<file path="config.mk">
export PLATFORM = sky130hd
export DESIGN_NAME = mem_req_fifo_flat
export DESIGN_NICKNAME = d
export VERILOG_FILES = /design/src/rtl/mem_req_fifo_if.sv /design/src/rtl/mem_req_fifo.sv /design/src/flat_wrapper.sv
export SDC_FILE = /design/constraint.sdc
export NUM_CORES = 2
export LEC_CHECK = 0
export ABC_AREA = 0
export CORE_UTILIZATION = 57
export DETAILED_ROUTE_END_ITERATION = 12
export DONT_BUFFER_PORTS = 1
export HOLD_SLACK_MARGIN = 0.1
export PLACE_DENSITY = 0.75
export SLEW_MARGIN = 40
export SYNTH_ARGS = -nofsm -noshare
export SYNTH_HDL_FRONTEND = slang
export SYNTH_SLANG_ARGS = --single-unit
</file>
<file path="constraint.sdc">
create_clock -name clk -period 5.5 [get_ports clk]
set_clock_uncertainty 0.1 [all_clocks]
set_input_delay 0.55 -clock clk [delete_from_list [all_inputs] [get_ports clk]]
set_output_delay 0.55 -clock clk [all_outputs]
set_load 0.02 [all_outputs]
</file>
<file path="src/rtl/mem_req_fifo_if.sv">
// Request bus between the MPEG2 core (write side), the FIFO and the DDR3 shim (read side).
// master: the core/shim side driving requests; slave: the FIFO.
interface mem_req_fifo_if;
    logic        mem_req_wr_en;
    logic [1:0]  mem_req_wr_cmd;
    logic [21:0] mem_req_wr_addr;
    logic [63:0] mem_req_wr_dta;
    logic        mem_req_wr_full;
    logic        mem_req_wr_almost_full;
    logic        mem_req_rd_en;
    logic [1:0]  mem_req_rd_cmd;
    logic [21:0] mem_req_rd_addr;
    logic [63:0] mem_req_rd_dta;
    logic        mem_req_rd_valid;

    modport master (
        output mem_req_wr_en, mem_req_wr_cmd, mem_req_wr_addr, mem_req_wr_dta, mem_req_rd_en,
        input  mem_req_wr_full, mem_req_wr_almost_full,
        input  mem_req_rd_cmd, mem_req_rd_addr, mem_req_rd_dta, mem_req_rd_valid
    );

    modport slave (
        input  mem_req_wr_en, mem_req_wr_cmd, mem_req_wr_addr, mem_req_wr_dta, mem_req_rd_en,
        output mem_req_wr_full, mem_req_wr_almost_full,
        output mem_req_rd_cmd, mem_req_rd_addr, mem_req_rd_dta, mem_req_rd_valid
    );
endinterface

</file>
<file path="src/rtl/mem_req_fifo.sv">
// Synchronous memory-request FIFO, core -> DDR3 shim, registered one-cycle pop.
// Optional: define MEM_REQ_FIFO_DROP_NOOP_EN to discard NOOP/REFRESH pushes at the write port.
module mem_req_fifo #(
    parameter int unsigned DEPTH_LOG2   = 4,
    parameter int unsigned AF_THRESHOLD = 12
) (
    input  logic                  clk,
    input  logic                  rst_n,
    mem_req_fifo_if.slave         bus,
    output logic [DEPTH_LOG2:0]   level,
    output logic                  overflow,
    output logic                  underflow
);
    localparam int unsigned DEPTH = 1 << DEPTH_LOG2;
    localparam int unsigned LW    = DEPTH_LOG2 + 1;
    localparam logic [LW-1:0]         DEPTH_LVL = LW'(DEPTH);
    localparam logic [LW-1:0]         AF_LVL    = LW'(AF_THRESHOLD);
    localparam logic [LW-1:0]         LVL_ZERO  = '0;
    localparam logic [DEPTH_LOG2-1:0] PTR_ONE   = 1;
    localparam logic                  AF_RST    = (AF_THRESHOLD == 0);

    logic [87:0]           mem_q [DEPTH];
    logic [DEPTH_LOG2-1:0] wr_ptr_q, wr_ptr_d, rd_ptr_q, rd_ptr_d;
    logic [LW-1:0]         level_q, level_d;
    logic                  full_q, full_d, af_q, af_d;
    logic                  rd_valid_q, rd_valid_d;
    logic [87:0]           rd_word_q, rd_word_d;
    logic                  overflow_q, overflow_d, underflow_q, underflow_d;
    logic                  push_req, push_acc, pop_acc;
    logic [87:0]           wr_word;

`ifdef MEM_REQ_FIFO_DROP_NOOP_EN
    // Only READ (2) and WRITE (3) are real requests; NOOP/REFRESH never enter storage.
    assign push_req = bus.mem_req_wr_en & bus.mem_req_wr_cmd[1];
`else
    assign push_req = bus.mem_req_wr_en;
`endif

    assign wr_word  = {bus.mem_req_wr_cmd, bus.mem_req_wr_addr, bus.mem_req_wr_dta};
    // Full/empty decisions use pre-edge state, so a push while full is refused even with a pop.
    assign push_acc = push_req & ~full_q;
    assign pop_acc  = bus.mem_req_rd_en & (level_q != LVL_ZERO);

    // Next-state: pointers, level, flags and the registered pop data.
    always_comb begin
        wr_ptr_d    = wr_ptr_q;
        rd_ptr_d    = rd_ptr_q;
        rd_word_d   = rd_word_q;
        rd_valid_d  = 1'b0;
        overflow_d  = overflow_q | (push_req & full_q);
        underflow_d = underflow_q | (bus.mem_req_rd_en & (level_q == LVL_ZERO));
        if (push_acc) begin
            wr_ptr_d = wr_ptr_q + PTR_ONE;
        end
        if (pop_acc) begin
            rd_ptr_d   = rd_ptr_q + PTR_ONE;
            rd_word_d  = mem_q[rd_ptr_q];
            rd_valid_d = 1'b1;
        end
        level_d = level_q + LW'(push_acc) - LW'(pop_acc);
        full_d  = (level_d == DEPTH_LVL);
        af_d    = (level_d >= AF_LVL);
    end

    // Control state register with synchronous reset; reset discards all stored entries.
    always_ff @(posedge clk) begin
        if (!rst_n) begin
            wr_ptr_q    <= '0;
            rd_ptr_q    <= '0;
            level_q     <= '0;
            full_q      <= 1'b0;
            af_q        <= AF_RST;
            rd_valid_q  <= 1'b0;
            rd_word_q   <= '0;
            overflow_q  <= 1'b0;
            underflow_q <= 1'b0;
        end else begin
            wr_ptr_q    <= wr_ptr_d;
            rd_ptr_q    <= rd_ptr_d;
            level_q     <= level_d;
            full_q      <= full_d;
            af_q        <= af_d;
            rd_valid_q  <= rd_valid_d;
            rd_word_q   <= rd_word_d;
            overflow_q  <= overflow_d;
            underflow_q <= underflow_d;
        end
    end

    // Entry storage; contents need no reset because pointers define validity.
    always_ff @(posedge clk) begin
        if (rst_n && push_acc) begin
            mem_q[wr_ptr_q] <= wr_word;
        end
    end

    assign bus.mem_req_wr_full        = full_q;
    assign bus.mem_req_wr_almost_full = af_q;
    assign bus.mem_req_rd_valid       = rd_valid_q;
    assign bus.mem_req_rd_cmd         = rd_word_q[87:86];
    assign bus.mem_req_rd_addr        = rd_word_q[85:64];
    assign bus.mem_req_rd_dta         = rd_word_q[63:0];
    assign level                      = level_q;
    assign overflow                   = overflow_q;
    assign underflow                  = underflow_q;
endmodule

</file>
<file path="src/flat_wrapper.sv">
// flat-port wrapper written by rule: the top's interface ports become plain ports
module mem_req_fifo_flat 
#(
    parameter int unsigned DEPTH_LOG2   = 4,
    parameter int unsigned AF_THRESHOLD = 12
)
  (clk, rst_n, level, overflow, underflow, bus_mem_req_wr_en, bus_mem_req_wr_cmd, bus_mem_req_wr_addr, bus_mem_req_wr_dta, bus_mem_req_rd_en, bus_mem_req_wr_full, bus_mem_req_wr_almost_full, bus_mem_req_rd_cmd, bus_mem_req_rd_addr, bus_mem_req_rd_dta, bus_mem_req_rd_valid);
  mem_req_fifo_if bus_i ();
  input  logic clk;
  input  logic rst_n;
  output logic [DEPTH_LOG2:0] level;
  output logic overflow;
  output logic underflow;
  input wire logic [$bits(bus_i.mem_req_wr_en)-1:0] bus_mem_req_wr_en;
  input wire logic [$bits(bus_i.mem_req_wr_cmd)-1:0] bus_mem_req_wr_cmd;
  input wire logic [$bits(bus_i.mem_req_wr_addr)-1:0] bus_mem_req_wr_addr;
  input wire logic [$bits(bus_i.mem_req_wr_dta)-1:0] bus_mem_req_wr_dta;
  input wire logic [$bits(bus_i.mem_req_rd_en)-1:0] bus_mem_req_rd_en;
  output wire logic [$bits(bus_i.mem_req_wr_full)-1:0] bus_mem_req_wr_full;
  output wire logic [$bits(bus_i.mem_req_wr_almost_full)-1:0] bus_mem_req_wr_almost_full;
  output wire logic [$bits(bus_i.mem_req_rd_cmd)-1:0] bus_mem_req_rd_cmd;
  output wire logic [$bits(bus_i.mem_req_rd_addr)-1:0] bus_mem_req_rd_addr;
  output wire logic [$bits(bus_i.mem_req_rd_dta)-1:0] bus_mem_req_rd_dta;
  output wire logic [$bits(bus_i.mem_req_rd_valid)-1:0] bus_mem_req_rd_valid;
  assign bus_i.mem_req_wr_en = bus_mem_req_wr_en;
  assign bus_i.mem_req_wr_cmd = bus_mem_req_wr_cmd;
  assign bus_i.mem_req_wr_addr = bus_mem_req_wr_addr;
  assign bus_i.mem_req_wr_dta = bus_mem_req_wr_dta;
  assign bus_i.mem_req_rd_en = bus_mem_req_rd_en;
  assign bus_mem_req_wr_full = bus_i.mem_req_wr_full;
  assign bus_mem_req_wr_almost_full = bus_i.mem_req_wr_almost_full;
  assign bus_mem_req_rd_cmd = bus_i.mem_req_rd_cmd;
  assign bus_mem_req_rd_addr = bus_i.mem_req_rd_addr;
  assign bus_mem_req_rd_dta = bus_i.mem_req_rd_dta;
  assign bus_mem_req_rd_valid = bus_i.mem_req_rd_valid;
  mem_req_fifo #(.DEPTH_LOG2(DEPTH_LOG2), .AF_THRESHOLD(AF_THRESHOLD)) u_core (.clk(clk), .rst_n(rst_n), .bus(bus_i), .level(level), .overflow(overflow), .underflow(underflow));
endmodule
</file>
== After elaboration in Yosys (flattened, before gate mapping) ==
Memories as Yosys holds them, arrays and structs flattened. A register that Yosys moved wholly into a read port is not among the register bits.
Index checks and enable logic that the tools add are counted.
Operators by class
  add/sub/neg operators: 4
  $lt $le $gt $ge: 1
  equality and inequality tests: 1
  mux-type cells: 3
  bitwise logic cells: 7
  reduce and logical (&&, ||, !) cells: 4
Operator list (number)
  4-bit by 1-bit adder with 4-bit output (second input constant): 2
  5-bit by 1-bit adder with 5-bit output: 1
  5-bit equality test (second input constant): 1
  5-bit by 4-bit greater-or-equal comparator with 1-bit output (second input constant): 1
  5-bit zero test: 1
  5-bit nonzero test: 1
  5-bit by 1-bit subtractor with 5-bit output: 1
  1-bit bitwise AND: 4
  1-bit 2-to-1 mux: 3
  1-bit bitwise OR: 2
  1-bit logical AND: 1
  1-bit zero test: 1
  1-bit inverter: 1
Storage, ports and cells
  register bits after elaboration: 18
  bits in writable memories: 1408
  output and inout bits: 98
  word-level logic and storage cells: 29
  memories: 1
Memory list
  u_core.mem_q: depth 16, bits a word 88, rd ports 1, clocked after memory_dff 1, write ports 1, RTL line mem_req_fifo.sv:22  | logic [87:0] mem_q [DEPTH];

== Longest topological paths before layout ==
  word-level depth: 5
  mapped depth: 14
  depth with buffers taken out: 14

== Worst setup path before layout ==
Ideal clock, no wire load.
  path kind: input-to-reg
  from: in rst_n
  to: mem u_core.mem_q[0][0], enable pin
  library setup time: 535 ps
  arrival time: 4942 ps
  data required time: 4865 ps
  slack: -78 ps
  cell stages on the path: 4
  path through: clkbuf_1 inv_1 or3_1 nor2_1
On the way
  longest elaborated chain between the ends: 3
RTL lines
  from (decl): RTL line flat_wrapper.sv:10  | input logic rst_n;
  1-bit logical AND: RTL line mem_req_fifo.sv:92  | if (rst_n && push_acc) begin
  1-bit 2-to-1 mux: RTL line mem_req_fifo.sv:92
  1-bit 2-to-1 mux (not written as such): RTL line mem_req_fifo.sv:93  | mem_q[wr_ptr_q] <= wr_word;
  to (decl): RTL line mem_req_fifo.sv:22
Every way passes these cells.

== Worst setup path in the final report ==
  from: reg u_core.level_q[2], in the netlist u_core.level[2]
  to: reg u_core.full_q, in the netlist u_core.bus.mem_req_wr_full
On the way
  longest elaborated chain between the ends: 4
RTL lines
  from (decl): RTL line mem_req_fifo.sv:24  | logic [LW-1:0] level_q, level_d;
  from (signal assigned): RTL line mem_req_fifo.sv:80  | level_q <= level_d;
  5-bit nonzero test: RTL line mem_req_fifo.sv:42  | assign pop_acc = bus.mem_req_rd_en & (level_q != LVL_ZERO);
  1-bit bitwise AND: RTL line mem_req_fifo.sv:42
  net u_core.pop_acc: RTL line mem_req_fifo.sv:29  | logic push_req, push_acc, pop_acc;
  5-bit by 1-bit subtractor with 5-bit output: RTL line mem_req_fifo.sv:60  | level_d = level_q + LW'(push_acc) - LW'(pop_acc);
  5-bit equality test: RTL line mem_req_fifo.sv:61  | full_d = (level_d == DEPTH_LVL);
  to (signal assigned): RTL line mem_req_fifo.sv:81  | full_q <= full_d;
  to (decl): RTL line mem_req_fifo.sv:25  | logic full_q, full_d, af_q, af_d;
The timed path passes the listed nets, and every way through them passes these cells.
A chain may end at the register's enable or synchronous reset.

==> results.cfg <==
[status]
status = complete, no violations

[drt]
drtPass1Iterations = 7
wl_per_cell_um = 30.3
viasPerCell = 6.49
drt_iter0_markers = 2961
routed_wl_mm = 126
num_vias = 26800
detail-route-antenna-nets = 0
post-route-drc-count = 0

[synth]
synth_top_cell_by_area = edfxtp_1
synth.most_common_cell = edfxtp_1
yosysSeqAreaShare_pct = 78.0
yosys-top-cells-count = edfxtp_1, mux4_2, dfxtp_1
synth_cell_types = 43
syn_area_per_cell_sq_um = 22.3
async_flop_share_pct = 0
ys_ff_latch = 1514
synthTopCellsByArea = edfxtp_1, mux4_2, dfxtp_1
syn_nets = 2658
yosys_warnings = 0
syn-cell-area_sq_um = 57000
synth_edf_count = 1408
synth_ff_type = edfxtp_1
synth_top_area_share_pct = 74.2
syn_inst = 2554

[timing]
finalSetupTns_ns = 0
clock.fmax_mhz = 257
hold_violations = 0
final_max_slew_viol_count = 0
tightest_slew_ns = 0.867
rsz0062_at_grt = false
relSlewSlack_pct = 42.2
min_period_ns = 3.88
setup_violations = 0
period_share_pct = 70.6

[clock_tree]
htree_levels = 4
clk_latency_ns = 0.76
cts_tree = built
clock_sinks = 1514
cts-buffers-inserted = 148
root_buffer = clkbuf_16
cts-resized-gates = 0
holdBufCountCts = 91
path_clk_slew_ns = 0.06
cts_buffer_depth = 3
postCtsSetupBuffers = 0

[floorplan]
start_util_pct = 57.7
core_sq_um = 98700
die_h_um = 318
dieWidth_um = 318
die_area_sq_um = 101000
num_rows = 115
ios = 190

[place]
post-dp-hpwl_mm = 65.7
portBuffers = 0
dpl.cell_count = 3768
gp_congestion = 0.747

[min_path]
min_path_type = in2reg

[pwr]
comb_power_share_pct = 12.8
intPower_mw = 20.1
net-switching-power_mw = 6.57
p_per_area_nw_per_um2 = 413
peakVddDrop_mv = 0.422
pwr-share-seq_pct = 50.8
p_leak_nw = 19.6
pwr-share-clk_pct = 36.4
sw_frac_of_total_pct = 24.6

[grt]
grt_overflow = 0
grt_pass1_wl_mm = 185
grt_antenna_before_repair = 14
grt_pass1_vias = 28400
track_usage_pct = 25.2
grt_max_degree = 97

[final_layout]
fin_nets = 2828
fin_cells = 4140
n_fill_cell = 6116
syn_to_final_growth_pct = 13.2
final_layout_size_suffix_gt1_share_pct = 25.9

[flow_run]
maxCapViolations = 0

[worst_setup_path]
slowest_stage = or4b_4
crit_path_cell_trace = inv_1 > ha_1 > or4b_4 > nand2_4 > inv_1 > ha_1 > inv_1 > ha_1 > inv_1 > fa_1 > nor2b_1 > o21bai_1 > nor3b_1 > o2111a_1
max_stage_delay_ns = 0.53
end_kind = register
start_kind = register
critPathKind = reg2reg
path_common_cell = inv_1
critPathArrivalTime_ns = 4.42
critPathMaxFanout = 39
crit_required_ns = 6.04
[registers in the layout, summed over array words and instances, names as in the netlist, 4 cells and up]
register and count:
u_core.rd_word_q 88, u_core.rd_ptr_q 4, u_core.level 5, u_core.wr_ptr_q 4, u_core.mem_q 1408
[area by class of cell]
| type | count | area [sq um] | share of cell area [%] |
|---|---|---|---|
| multi-input cells | 886 | 11900 | 18.4 |
| diodes | 8 | 20.0 | 0.0310 |
| well taps | 1287 | 1610 | 2.50 |
| clock buffers | 207 | 4110 | 6.37 |
| repair buffers | 160 | 1830 | 2.84 |
| inverters | 14 | 55.1 | 0.0854 |
| clock inverters | 64 | 569 | 0.883 |
| flip-flops and latches | 1514 | 44400 | 68.9 |
[worst paths after layout]
| check | from | end | slack (ns) | cells after the start |
|---|---|---|---|---|
| min | bus_mem_req_wr_en | u_core.wr_ptr_q[0] | 0.19 | 4 |
| min reg2reg | u_core.rd_ptr_q[1] | u_core.rd_ptr_q[1] | 0.46 | 2 |
| max reg2reg | u_core.level[2] | u_core.bus.mem_req_wr_full | 1.62 | 14 |
| max | u_core.level[2] | u_core.bus.mem_req_wr_full | 1.62 | 14 |
[cell usage in the layout, fill, tap and decap left out, drive strengths merged, types with 5 or more instances in the layout]
cell / n
dfxtp: 106
edfxtp: 1408
clkbuf: 207
ha: 11
inv: 22
mux4: 351
nand2b: 86
buf: 69
xnor2: 5
clkinv: 49
diode: 8
nand2: 96
mux2: 87
nor2: 29
o211ai: 87
a22oi: 87
dlygate4sd3: 91
a21oi: 6
[worst max-delay path: cells and delay by family, from the launching register on]
family,cells,cell delay (ns)
adder cells (fa/ha/maj),4,1.09
buffers and inverters,4,0.46
AO/OA/AOI/OAI,2,0.37
flip-flops,1,0.39
AND/OR/NAND/NOR,4,1.36
[cell families (layout without fill, tap and decap cells)]
kind of cell    after synthesis  after routing  share of synthesized area, %
simple gates                236            236                          2.10
flops                      1514           1514                          78.0
other cells                   0              8                             0
mux                         441            441                          15.7
buf+inv                     154            445                          1.42
compound gates              188            188                          2.46
xor+xnor                      9              9                         0.138
fa+ha+maj                    12             12                         0.277
[power by group through the flow]
| stage | combinational (mW) | sequential, mW | clock [mW] |
|---|---|---|---|
| 3_5_place_dp | 3.24 | 13.8 | 0 |
| 6_report | 3.42 | 13.5 | 9.69 |
| 5_1_grt | 3.68 | 13.6 | 10.2 |
| 4_1_cts | 3.46 | 13.5 | 9.80 |
| 3_3_place_gp | 3.02 | 13.9 | 0 |
| 2_1_floorplan | 2.62 | 13.6 | 0 |
[routing by layer]
metal  global-route usage (%)  vias up  part of all wire, %
li1                         -    11000                    -
met1                     34.3    14400                   39
met2                     40.9     1269                   50
met3                     5.83      185                  8.3
met4                     7.70       12                  2.2
met5                        0        -                0.060
[per-stage QoR]
step / util [%] / total power [mW] / hold WS, ns / cell area [sq um] / setup WS, ns
2_1_floorplan: - / 16.2 / 0.429 / 57000 / -0.0778
3_3_place_gp: 59.4 / 16.9 / 0.464 / 58600 / 1.73
3_5_place_dp: 59.6 / 17.0 / 0.445 / 58800 / 1.61
4_1_cts: 65.3 / 26.8 / 0.153 / 64400 / 1.59
5_1_grt: 65.3 / 27.5 / 0.196 / 64500 / 1.41
6_report: 65.3 / 26.7 / 0.190 / 64500 / 1.62
Power figures use the tool's default switching activity.
